--- src/rtl/vend_controller.sv ---
`default_nettype none
// ============================================================================
//  Module   : vend_controller
//  Brief    : Vending machine controller. Accepts coin, select and cancel keys
//             from the keypad scanner, accumulates credit up to a ceiling,
//             dispenses a product for a fixed hold time, then returns change.
//  Revision : 1.0 - initial release
// ============================================================================
module vend_controller #(
  parameter int PRICE_A         = 25,
  parameter int PRICE_B         = 50,
  parameter int PRICE_C         = 75,
  parameter int PRICE_D         = 100,
  parameter int MAX_CREDIT      = 250,
  parameter int DISPENSE_CYCLES = 4,
  parameter int CHANGE_CYCLES   = 8
) (
  input  logic       clk,
  input  logic       reset,
  input  logic [3:0] key_value,
  input  logic       key_valid,
  output logic [7:0] credit,
  output logic [7:0] change,
  output logic [1:0] product,
  output logic       dispense,
  output logic       change_valid,
  output logic       busy,
  output logic       coin_reject,
  output logic       insufficient
);

  // One shared hold counter serves both VEND and CHANGE; size it for the longer
  localparam int CNT_MAX = (DISPENSE_CYCLES > CHANGE_CYCLES) ? DISPENSE_CYCLES : CHANGE_CYCLES;
  localparam int CNT_W   = (CNT_MAX > 1) ? $clog2(CNT_MAX) : 1;
  localparam logic [CNT_W-1:0] DISP_LAST = CNT_W'(DISPENSE_CYCLES - 1);
  localparam logic [CNT_W-1:0] CHG_LAST  = CNT_W'(CHANGE_CYCLES - 1);
  localparam logic [8:0]       CEILING   = 9'(MAX_CREDIT);

  typedef enum logic [1:0] {
    ST_IDLE   = 2'd0,
    ST_CREDIT = 2'd1,
    ST_VEND   = 2'd2,
    ST_CHANGE = 2'd3
  } state_t;

  state_t           state_q, state_d;
  logic [7:0]       credit_q, credit_d;
  logic [7:0]       change_q, change_d;
  logic [1:0]       product_q, product_d;
  logic [CNT_W-1:0] cnt_q, cnt_d;
  logic             dispense_q, dispense_d;
  logic             change_valid_q, change_valid_d;
  logic             busy_q, busy_d;
  logic             coin_reject_q, coin_reject_d;
  logic             insufficient_q, insufficient_d;

  logic             is_coin, is_sel, is_cancel;
  logic [7:0]       coin_val, sel_price;
  logic [1:0]       sel_prod;
  logic [8:0]       credit_sum;
  logic             coin_ok, price_ok;

  // Decode the key code into coin value, product selection or cancel
  always_comb begin
    is_coin   = 1'b0;
    is_sel    = 1'b0;
    is_cancel = 1'b0;
    coin_val  = 8'd0;
    sel_price = 8'd0;
    sel_prod  = 2'd0;
    case (key_value)
      4'h1: begin is_coin = 1'b1; coin_val = 8'd5;  end
      4'h2: begin is_coin = 1'b1; coin_val = 8'd10; end
      4'h3: begin is_coin = 1'b1; coin_val = 8'd25; end
      4'hA: begin is_sel = 1'b1; sel_price = 8'(PRICE_A); sel_prod = 2'd0; end
      4'hB: begin is_sel = 1'b1; sel_price = 8'(PRICE_B); sel_prod = 2'd1; end
      4'hC: begin is_sel = 1'b1; sel_price = 8'(PRICE_C); sel_prod = 2'd2; end
      4'hD: begin is_sel = 1'b1; sel_price = 8'(PRICE_D); sel_prod = 2'd3; end
      4'hE: is_cancel = 1'b1;
      default: ;
    endcase
  end

  // Credit arithmetic in 9 bits so the ceiling compare sees any overflow
  always_comb begin
    credit_sum = {1'b0, credit_q} + {1'b0, coin_val};
    coin_ok    = (credit_sum <= CEILING);
    price_ok   = (credit_q >= sel_price);
  end

  // Next-state and registered-output computation
  always_comb begin
    state_d        = state_q;
    credit_d       = credit_q;
    change_d       = change_q;
    product_d      = product_q;
    cnt_d          = cnt_q;
    dispense_d     = 1'b0;
    change_valid_d = 1'b0;
    coin_reject_d  = 1'b0;
    insufficient_d = 1'b0;

    case (state_q)
      ST_IDLE, ST_CREDIT: begin
        if (key_valid) begin
          if (is_coin) begin
            if (coin_ok) begin
              credit_d = credit_sum[7:0];
              state_d  = ST_CREDIT;
            end else begin
              coin_reject_d = 1'b1;
            end
          end else if (is_sel) begin
            // IDLE always has zero credit, so a selection there is insufficient
            if ((state_q == ST_CREDIT) && price_ok) begin
              product_d  = sel_prod;
              change_d   = credit_q - sel_price;
              cnt_d      = '0;
              dispense_d = 1'b1;
              state_d    = ST_VEND;
            end else begin
              insufficient_d = 1'b1;
            end
          end else if (is_cancel && (state_q == ST_CREDIT)) begin
            change_d       = credit_q;
            cnt_d          = '0;
            change_valid_d = 1'b1;
            state_d        = ST_CHANGE;
          end
        end
      end

      ST_VEND: begin
        if (cnt_q == DISP_LAST) begin
          cnt_d = '0;
          if (change_q != 8'd0) begin
            change_valid_d = 1'b1;
            state_d        = ST_CHANGE;
          end else begin
            credit_d = 8'd0;
            state_d  = ST_IDLE;
          end
        end else begin
          cnt_d      = cnt_q + 1'b1;
          dispense_d = 1'b1;
        end
      end

      ST_CHANGE: begin
        if (cnt_q == CHG_LAST) begin
          cnt_d    = '0;
          credit_d = 8'd0;
          change_d = 8'd0;
          state_d  = ST_IDLE;
        end else begin
          cnt_d          = cnt_q + 1'b1;
          change_valid_d = 1'b1;
        end
      end

      default: state_d = ST_IDLE;
    endcase

    busy_d = (state_d == ST_VEND) || (state_d == ST_CHANGE);
  end

  // State and output registers with asynchronous active-low clear
  always_ff @(posedge clk or negedge reset) begin
    if (!reset) begin
      state_q        <= ST_IDLE;
      credit_q       <= 8'd0;
      change_q       <= 8'd0;
      product_q      <= 2'd0;
      cnt_q          <= '0;
      dispense_q     <= 1'b0;
      change_valid_q <= 1'b0;
      busy_q         <= 1'b0;
      coin_reject_q  <= 1'b0;
      insufficient_q <= 1'b0;
    end else begin
      state_q        <= state_d;
      credit_q       <= credit_d;
      change_q       <= change_d;
      product_q      <= product_d;
      cnt_q          <= cnt_d;
      dispense_q     <= dispense_d;
      change_valid_q <= change_valid_d;
      busy_q         <= busy_d;
      coin_reject_q  <= coin_reject_d;
      insufficient_q <= insufficient_d;
    end
  end

  assign credit       = credit_q;
  assign change       = change_q;
  assign product      = product_q;
  assign dispense     = dispense_q;
  assign change_valid = change_valid_q;
  assign busy         = busy_q;
  assign coin_reject  = coin_reject_q;
  assign insufficient = insufficient_q;

endmodule
`default_nettype wire

--- config.mk ---
export PLATFORM = sky130hd
export DESIGN_NAME = vend_controller
export DESIGN_NICKNAME = d
export VERILOG_FILES = /design/src/rtl/vend_controller.sv
export SDC_FILE = /design/constraint.sdc
export NUM_CORES = 1
export LEC_CHECK = 0
export CORE_ASPECT_RATIO = 1.5
export CORE_MARGIN = 10
export CORE_UTILIZATION = 59
export CTS_CLUSTER_DIAMETER = 60
export DETAILED_ROUTE_END_ITERATION = 8
export GPL_ROUTABILITY_DRIVEN = 0
export PLACE_DENSITY = 0.85
export SLEW_MARGIN = 20
export SYNTH_ARGS = -nofsm -noshare
export SYNTH_HDL_FRONTEND = slang
export SYNTH_SLANG_ARGS = --single-unit
--- constraint.sdc ---
create_clock -name clk -period 5.5 [get_ports clk]
set_input_delay 1.65 -clock clk [delete_from_list [all_inputs] [get_ports clk]]
set_output_delay 1.65 -clock clk [all_outputs]
set_load 0.01 [all_outputs]
* After elaboration in Yosys (flattened, before gate mapping)
Index checks and enable logic that the tools add are counted. Widths: inputs -> output; s select.
Operators by class: equality and inequality tests 24, shift operators 0, order comparisons 2, multiply operators 0, mux-type cells 60, $add $sub $neg 3, reduce and logical (&&, ||, !) cells 13, bitwise operators 1, div/mod/pow operators 0
Operator list (count):
- $mux 8 | 11
- $pmux 7 s4 | 1
- $mux 1 | 24
- $pmux 8 s3 | 1
- $mux 3 | 7
- $eq 4x4->1 const B | 5
- $mux 2 | 9
- $pmux 8 s2 | 1
- $pmux 5 s3 | 1
- $ne 2x2->1 const B | 7
- $pmux 2 s3 | 2
- $reduce_and 6->1 | 2
- $add 8x8->9 | 1
- $le 9x8->1 const B | 1
- $pmux 3 s3 | 1
- $eq 2x2->1 const B | 4
- $eq 4x2->1 const B | 2
- $ge 8x8->1 | 1
- $reduce_bool 8->1 | 1
- $sub 8x8->8 | 1
- $ne 3x3->1 const B | 2
- $reduce_and 5->1 | 1
- $eq 4x1->1 const B | 1
- $reduce_and 4->1 | 1
- other kinds (14) | 15
Word-level totals: memory bits (writable) 0, word-level logic and storage cells 113, latch bits 0, register bits after elaboration 28, ROM bits 0, memories 0

* Depth between registers and ports, before layout
word-level depth 11, mapped depth 18

* Worst setup path after synthesis
Ideal clock, no wire load.
path type input -> register, start point in key_value[1], end point reg product_q[0], in the netlist product[0], stages on the path 17, path slack 0.930 ns, arrival 4.445 ns, required time 5.375 ns, path buffers 2, cell sequence buf_2 nand2b_1 nand2_1 and2_1 clkbuf_1 nand2b_1 inv_1 ha_1 inv_1 fa_1 a21o_1 a21oi_2 o21ai_2 a2111oi_4 nor2_1 nand2_1 mux2_2
Between the ends: longest elaborated chain between the ends 5
RTL lines:
- from (decl) | RTL line 20 | input logic [3:0] key_value,
- $eq 4x4->1, or another cell as far along | RTL line 71 | case (key_value)
- $pmux 7 s4 or $reduce_or 3->1 (tied branches)
- $ge 8x8->1 or $mux 1 (tied branches) | RTL line 88, 71
- $logic_and 1x1->1 or $not 1->1 (tied branches)
- $reduce_and 5->1 (no source line)
- to (signal assigned) | RTL line 184 | product_q <= product_d;
- to (decl) | RTL line 49 | logic [1:0] product_q, product_d;
Several ways; a longest one is shown, not always the timed one. A chain may end at the register's enable or synchronous reset.

* Final worst setup path
start point in key_value[1], end point reg change_q[1], in the netlist change[1]
Between the ends: longest elaborated chain between the ends 8
RTL lines:
- $eq 4x4->1 | RTL line 71
- $pmux 7 s4 | RTL line 71
- $sub 8x8->8 | RTL line 117 | change_d = credit_q - sel_price;
- $mux 8 | RTL line 115 | if ((state_q == ST_CREDIT) && price_ok) begin
- $mux 8 | RTL line 113 | end else if (is_sel) begin
- $mux 8 | RTL line 106 | if (is_coin) begin
- $mux 8 | RTL line 105 | if (key_valid) begin
- $pmux 8 s2 | RTL line 103 | case (state_q)
- to (signal assigned) | RTL line 183 | change_q <= change_d;
- to (decl) | RTL line 48 | logic [7:0] change_q, change_d;
Several ways; a longest one is shown, not always the timed one. The select of a mux whose other input is x is not followed.

==> results.cfg <==
[synth]
ys.flop_type = dfrtp_1
syn_inst = 242
synth_top_area_share_pct = 31.5
yosys.area.top_type = dfrtp_1
ys_seq_elements = 27
synth_fp_nets = 267
synth_seq_area_share_pct = 31.5
synth-edff-count = 0
yosysWarnings = 0
synth_area_um2 = 2150
synth.area.top_cells = dfrtp_1 31%, ha_1 9.3%, mux2i_1 5.1%, nand2_1 4.4%, nor2_1 3.0%
synthArstFlopShare_pct = 100
yosysUniqueCellTypes = 61
syn_avg_cell_area_um2 = 8.87

[detailed_routing]
first_iter_violations = 95
first_pass_iters = 4
drcViolationCount = 0
vias = 1877
avgViaCountPerCell = 6.11
ant_nets = 0
wl_mm = 5.14
wire_per_inst_um = 16.7

[clocking]
cts_tree = done
ctsHoldBuffers = 0
root_buffer = clkbuf_8
insertion_delay_ps = 270
numClockSinks = 27
cts.clk_slew.worst_paths_ps = 100
cts.repair.resized = 0
postCtsSetupBuffers = 0
htree_levels = 1
cts_buffer_depth = 2
cts_buffers = 3

[place]
place_inst = 303
dpl_worst_slack_ps = 417
placed_area_um2 = 2450
hpwl_mm = 3.96
io_buffers = 29

[sta]
slew-limit-headroom_pct = 38.4
fmax_ghz = 0.208
period_share_pct = 87.3
drv_slew = 0
tightest_slew_ps = 923
setup_tns_ps = 0
hold_violations = 0
finalCriticalPeriod_ps = 4800
setup_slack_ps = 698
setup_viol = 0
finalHoldWorstSlack_ps = 512
rsz0062_at_grt = no
skew_ps = 4.54

[pwr]
comb_power_share_pct = 54.0
power_density_nw_per_um2 = 414
irDropWorstVdd_mv = 0.271
internal_power_mw = 0.596
p_leak_nw = 1.11
swShare_pct = 42.4
p_seq_share_pct = 34.9
power_mw = 1.03
p_clk_share_pct = 11.1
p_switching_mw = 0.438

[critical_path]
cpPeakStageDelay_ps = 650
critical_path_class = input port to flip-flop
critPathBufInv = 4
crit_top_cell = nand2b_1
required_ps = 5700
cp-end-kind = flip-flop
worstPathCellList = clkdlybuf4s50_1 -> nand2b_1 -> nand2_1 -> and2_1 -> nand2b_1 -> inv_1 -> ha_1 -> inv_1 -> fa_1 -> a21o_1 -> a21oi_2 -> o21ai_2 -> a2111oi_4 -> a21oi_1 -> nand2b_1 -> buf_4 -> mux2i_1
critical_path_arrival_ps = 5000
critPathTopFamily = compound AO/OA/AOI/OAI gates
cp_max_fo = 10
crit_path_top_delay_cell = clkdlybuf4s50_1
cp-start-kind = input port

[floorplan]
die_x_um = 69.2
num_rows = 26
core_um2 = 3450
start_util_pct = 62.2
die_area_um2 = 6500
die_h_um = 93.9
io_pins = 30

[finish]
drive_above_1_share_pct = 7.17
stdcell_area_um2 = 2500
fillers = 294
post-route-util_pct = 72.5
area_growth_pct = 16.4
insertedDiodeCount = 0
layoutNonFillerInstCount = 307
fin_nets = 291

[global_route]
grt_pass1_vias = 1884
grt_max_degree = 31
grt_overflow = 0
grtUsageMet2_pct = 31.3
busiest_layer = met2
met3_usage_pct = 2.43
grt_pass1_wl_mm = 8.90
antenna_found_initial = 0
grtUsageTotal_pct = 16.1
use_met1_pct = 16.7

[run]
maxCapViolCount = 0

[status]
status = complete, no violations

[hold_path]
hp-class = flip-flop to flip-flop
## worst reg2reg max path: cells and delay by family (launching register included)
family	cells	cell delay, ps
simple gates	1	80
compound gates	5	1020
buf+inv	3	380
mux	1	220
fa+ha+maj	2	580
flops	1	430
## routing by layer
layer | up-vias | wire length [um]
met5 | - | 0
met4 | 0 | 95
met3 | 8 | 218
met2 | 62 | 2820
met1 | 897 | 2000
li1 | 910 | -
## cell type report
class | count | area, um2 | area share, %
Multi-Input combinational cell | 188 | 1360 | 54.2
Inverter | 13 | 48.8 | 1.95
Clock inverter | 1 | 5.00 | 0.200
Tap cell | 42 | 52.6 | 2.10
Clock buffer | 3 | 41.3 | 1.65
Timing Repair Buffer | 33 | 320 | 12.8
Sequential cell | 27 | 676 | 27.0
## sequential cells by signal, indices dropped and copies added, names as in the netlist, named ones only
register	cells
dispense	1
change	8
change_valid	1
cnt_q	3
credit	8
insufficient	1
product	2
coin_reject	1
## power by group through the flow
stage                     logic [mW]  clock network (mW)  registers [mW]
final                          0.558               0.114           0.361
after global routing           0.621               0.124           0.375
after CTS                      0.562               0.116           0.360
after detailed placement       0.556                   0           0.365
after global placement         0.543                   0           0.362
after floorplan                0.373                   0           0.343
## kinds of logic (layout without fill, tap and decap cells)
logic type	after synthesis	in the layout	share of synthesized area, %
AO/OA/AOI/OAI	60	60	21.3
flip-flops	27	27	31.5
AND/OR/NAND/NOR	89	89	21.2
buffers and inverters	27	50	5.36
adder cells (fa/ha/maj)	18	18	11.2
multiplexers	13	13	6.18
XOR/XNOR	8	8	3.27
## cell usage after synthesis, drive strengths merged (4+ instances only)
master   n
a21oi    9
and2     4
clkbuf  11
dfrtp   27
ha      16
inv     13
mux2i   11
nand2   26
nand2b   8
nand3    7
nor2    17
nor2b    6
nor3     5
o21a     4
o21ai   15
or3      4
xnor2    5
## placed cells by master (no fill, tap or decap), drive strengths merged, types with 4 or more instances in the layout
cell type / synthesis / layout
clkdlybuf4s50: 0 / 29
dfrtp: 27 / 27
nand2: 26 / 26
nor2: 17 / 17
ha: 16 / 16
o21ai: 15 / 15
inv: 13 / 13
mux2i: 11 / 11
a21oi: 9 / 9
nand2b: 8 / 8
nand3: 7 / 7
nor2b: 6 / 6
xnor2: 5 / 5
nor3: 5 / 5
or3: 4 / 4
and2: 4 / 4
o21a: 4 / 4
buf: 3 / 4
## final timing paths
kind	start	cells past startpoint	endpoint	slack, ps
max	key_value[1]	17	change[1]$_DFFE_PN0P_	700
min	cnt_q[1]$_DFFE_PN0P_	1	cnt_q[1]$_DFFE_PN0P_	510
max reg2reg	credit[0]$_DFFE_PN0P_	12	change[1]$_DFFE_PN0P_	2720
min in group asynchronous	reset	2	change[1]$_DFFE_PN0P_	1750
max in group asynchronous	reset	2	credit[3]$_DFFE_PN0P_	3480
min reg2reg	cnt_q[1]$_DFFE_PN0P_	1	cnt_q[1]$_DFFE_PN0P_	510
(Power assumes the default switching activity.)
